[src/rtl/noc_local_inject_arbiter.sv]
// noc_local_inject_arbiter: packet-level round-robin arbiter for the router's local injection port,
// with one registered output stage and a head-to-tail grant lock.
module noc_local_inject_arbiter #(
    parameter int NReq  = 4,
    parameter int Width = 32
) (
    input  logic                  clk,
    input  logic                  rst,
    input  logic [NReq*Width-1:0] req_data_in,
    input  logic [NReq-1:0]       req_void_in,
    output logic [NReq-1:0]       req_stop_out,
    output logic [Width-1:0]      data_p_out,
    output logic                  data_void_p_out,
    input  logic                  stop_p_in,
    output logic [NReq-1:0]       grant_out,
    output logic                  err_out
);
    localparam int IW = $clog2(NReq);
    localparam logic [0:0] S_IDLE = 1'b0;
    localparam logic [0:0] S_LOCK = 1'b1;

    logic [0:0]       state_q, state_d;
    logic [IW-1:0]    owner_q, owner_d, rr_ptr_q, rr_ptr_d, sel, cur;
    logic             valid_q, valid_d, err_q, err_d;
    logic [Width-1:0] data_q, data_d, cur_flit;
    logic [NReq-1:0]  cand, bad, cur_oh;
    logic             found, lock, can_accept, acc;

    always_comb begin
        for (int i = 0; i < NReq; i++) begin
            cand[i] = ~req_void_in[i] & req_data_in[i*Width+Width-1];
            bad[i]  = ~req_void_in[i] & ~req_data_in[i*Width+Width-1];
        end
    end

    // first head-carrying requester at or after rr_ptr, wrapping
    always_comb begin
        found = 1'b0;
        sel   = '0;
        for (int k = 0; k < NReq; k++) begin
            if (!found && cand[(int'(rr_ptr_q) + k) % NReq]) begin
                found = 1'b1;
                sel   = IW'((int'(rr_ptr_q) + k) % NReq);
            end
        end
    end

    always_comb begin
        lock         = state_q == S_LOCK;
        cur          = lock ? owner_q : sel;
        cur_flit     = req_data_in[int'(cur)*Width +: Width];
        cur_oh       = NReq'(1) << cur;
        can_accept   = ~valid_q | ~stop_p_in;
        acc          = can_accept & (lock ? ~req_void_in[cur] : found);
        req_stop_out = ~(cur_oh & {NReq{can_accept & (lock | found)}});
        grant_out    = (lock | acc) ? cur_oh : '0;
        valid_d      = acc | (valid_q & stop_p_in);
        data_d       = acc ? cur_flit : data_q;
        err_d        = err_q | (~lock & (|bad));
        state_d      = acc ? (cur_flit[Width-2] ? S_IDLE : S_LOCK) : state_q;
        owner_d      = acc ? cur : owner_q;
        rr_ptr_d     = (acc & cur_flit[Width-2]) ? IW'((int'(cur) + 1) % NReq) : rr_ptr_q;
    end

    always_ff @(posedge clk or posedge rst) begin
        if (rst) begin
            state_q  <= S_IDLE;
            owner_q  <= '0;
            rr_ptr_q <= '0;
            valid_q  <= 1'b0;
            data_q   <= '0;
            err_q    <= 1'b0;
        end else begin
            state_q  <= state_d;
            owner_q  <= owner_d;
            rr_ptr_q <= rr_ptr_d;
            valid_q  <= valid_d;
            data_q   <= data_d;
            err_q    <= err_d;
        end
    end

    assign data_p_out      = data_q;
    assign data_void_p_out = ~valid_q;
    assign err_out         = err_q;
endmodule

[config.mk]
export PLATFORM = sky130hd
export DESIGN_NAME = noc_local_inject_arbiter
export DESIGN_NICKNAME = d
export VERILOG_FILES = /design/src/rtl/noc_local_inject_arbiter.sv
export SDC_FILE = /design/constraint.sdc
export NUM_CORES = 1
export LEC_CHECK = 0
export BUFFER_PORTS_ARGS = -buffer_cell sky130_fd_sc_hd__buf_2
export CELL_PAD_IN_SITES_DETAIL_PLACEMENT = 2
export CELL_PAD_IN_SITES_GLOBAL_PLACEMENT = 2
export CORE_ASPECT_RATIO = 0.9
export CORE_UTILIZATION = 24
export CTS_CLUSTER_SIZE = 40
export DETAILED_ROUTE_END_ITERATION = 8
export GPL_ROUTABILITY_DRIVEN = 0
export HOLD_SLACK_MARGIN = 0.05
export PLACE_DENSITY = 0.87
export SLEW_MARGIN = 25
export SYNTH_ARGS = -nofsm -noshare
export SYNTH_HDL_FRONTEND = slang
export SYNTH_SLANG_ARGS = --single-unit
export TNS_END_PERCENT = 5
[constraint.sdc]
create_clock -name clk -period 3.35 [get_ports clk]
set_input_delay 0.1675 -clock clk [delete_from_list [all_inputs] [get_ports clk]]
set_output_delay 0.1675 -clock clk [all_outputs]
set_load 0.005 [all_outputs]
==> qor.csv <==
metric;value;unit
core_region_area;10300;sq um
vias_per_cell;4.84;
worstHoldPathType;primary input to async pin;
antenna_found_initial;0;
layout_commonest_cell;buf_2;
io_pins;177;
io_buffers;176;
clock-root-buffer;clkbuf_16;
hpwl;7.54;mm
critPathLaunchType;register;
synth_fa_ha_area_share;1.95;%
hold_viol_final;0;
routedWlPerCell;17.5;microns
synth.ff_latch_count;39;
required;3.18;ns
final-max-slew-violation-count;0;
synth.area.top_cells;dfrtp_1 38%, mux2i_1 25%, o221ai_1 11%, nand2_1 6.1%, buf_2 2.5%;
skew;0.00528;ns
violations;DRC;
seq_area_frac_synth;38.0;%
synth_area;2570;sq um
synth_xor_area_share;0;%
cp_top_family;compound AO/OA/AOI/OAI gates;
drtAntennaViolNets;0;
fp.dieW;111;microns
synth_top_family_by_area;multiplexers;
drv_cap;0;
post-cts-setup-buffer-count;0;
drt-total-wl;9.57;mm
path_cells;nor3b_1 > a22oi_1 > o221a_2 > a211oi_2 > inv_1 > ha_1 > nor2b_1 > buf_2;
clk_pin_slew;0.06;ns
cts_sinks;39;
die_area;11100;sq um
critPathCaptureType;output pin;
synth_ff_type;dfrtp_1;
fmax;381;MHz
synth_edf_count;0;
yosys.area.top_type;dfrtp_1;
status;finished with violations;
async_reset_ff_share;100;%
crit_type;register to output pin;
numCtsBuffers;5;
grt_pass1_wl;15.0;mm
critPathMaxFanout;7;
nets;557;
tightest_slew;0.861;ns
die_y;100;microns
h-tree-depth;2;
total_power;3.08;mW
drtIter0Drc;52;
synth_top_area_share;38.0;%
synth_compound_area_share;17.5;%
grt_usage;17.1;%
min_period_over_period;78.3;%
tritoncts;done;
overflow;0;
path_buf_inv;2;
p_leak;1.84;nW
dr.pass1.iters;6;
crit_slowest_cell;dfrtp_1;
area_delta_synth_final;44.2;%
finalSetupTns;0;ns
rsz0062_at_grt;no;
synth_mux_area_share;27.0;%
ctsResizeCount;0;
vias;2655;
cp.arrival;2.46;ns
synth_cell_type_count;36;
synthCells;251;
ys_warn_count;0;
synthesis.nets;390;
final_layout_size_suffix_gt1_share;47.0;%
antenna_cells;0;
power-per-cell-area;832;nW/um^2
finalSetupViolations;0;
insertion_delay;0.27;ns
cts_buffer_depth;2;
start_util;24.9;%
drc;17;
slowest_delay;0.47;ns
final_cell_mix;176 x buf_2, 64 x mux2i_1, 42 x nand2_1;
min_period;2.62;ns
row_count;35;
ir_worst_vdd;343;uV
first_global_vias;2908;
grt_max_degree;40;
postCtsHoldBufs;0;
synth_simple_gate_area_share;11.1;%
slew_headroom;42.5;%
synth_area_per_cell;10.2;sq um
## registers in the layout (all words and copies together) (netlist names)
name / cells
err_out: 1
owner_q: 2
rr_ptr_q: 2
valid_q: 1
data_p_out: 32
lock: 1
## synthesized netlist by cell type, types with 2 or more instances
library cell and count:
a21oi_1 5, a31oi_1 2, buf_2 13, clkbuf_1 5
dfrtp_1 39, ha_1 4, inv_1 4, mux2_4 2
mux2i_1 64, nand2_1 42, nand2b_1 6, nor2_1 2
nor2b_1 7, o21ai_0 2, o221ai_1 31, o22ai_1 3
## path summary, 6_finish.rpt
path	start	end	slack (ns)	cells past startpoint
worst max-delay path	rr_ptr_q[1]$_DFFE_PP0P_	grant_out[1]	0.73	8
worst min-delay path	rst	data_p_out[25]$_DFFE_PP0P_	0.08	2
worst max register to register	rr_ptr_q[1]$_DFFE_PP0P_	data_p_out[6]$_DFFE_PP0P_	0.90	7
worst min register to register	data_p_out[30]$_DFFE_PP0P_	data_p_out[30]$_DFFE_PP0P_	0.48	1
max in group asynchronous	rst	owner_q[1]$_DFFE_PP0P_	2.73	2
min in group clk	req_data_in[20]	data_p_out[20]$_DFFE_PP0P_	0.22	3
## per-stage QoR
step | instances | area [sq um] | setup WS [ns] | util, % | hold slack (ns)
2_1_floorplan | 251 | 2570 | 1.18 | - | 0.373
3_3_place_gp | 540 | 3550 | 1.01 | 34.4 | 0.389
3_5_place_dp | 540 | 3550 | 0.898 | 34.4 | 0.408
4_1_cts | 548 | 3710 | 0.726 | 35.9 | 0.110
5_1_grt | 548 | 3710 | 0.563 | 35.9 | 0.156
6_report | 548 | 3710 | 0.726 | 35.9 | 0.0819
## worst reg2reg max path, delay by kind of cell (launching register included)
kind,cells,cell delay [ns]
flip-flops,1,0.47
AND/OR/NAND/NOR,2,0.53
AO/OA/AOI/OAI,4,0.93
buffers and inverters,1,0.37
## power by group
| part | internal [mW] | total [mW] | switching [mW] | leakage (nW) |
|---|---|---|---|---|
| clock network | 0.317 | 0.497 | 0.180 | 0.0772 |
| logic | 0.788 | 1.73 | 0.938 | 1.29 |
| registers | 0.704 | 0.861 | 0.158 | 0.473 |
| total | 1.81 | 3.08 | 1.28 | 1.84 |
## routing by layer
layer | share of wire (%) | wire length [microns] | track usage (%) | vias to the layer above
met5 | 0 | 0 | 0 | -
met4 | 0.99 | 95 | 4.05 | 0
met3 | 6.3 | 600 | 3.93 | 6
met2 | 52 | 5000 | 31.9 | 112
met1 | 40 | 3870 | 20.1 | 1267
li1 | - | - | - | 1270
## layout make-up
type / count / area, sq um
Multi-Input combinational cell: 188 / 1490
Timing Repair Buffer: 180 / 911
Fill cell: 1157 / 6630
Tap cell: 129 / 161
Clock buffer: 8 / 156
Sequential cell: 39 / 976
Inverter: 4 / 15.0
## logic make-up after synthesis
family          count (synthesis)
flops                          39
simple gates                   62
compound gates                 55
buf+inv                        24
fa+ha+maj                       4
mux                            67
Note: power is estimated with default switching activity, not from simulation.
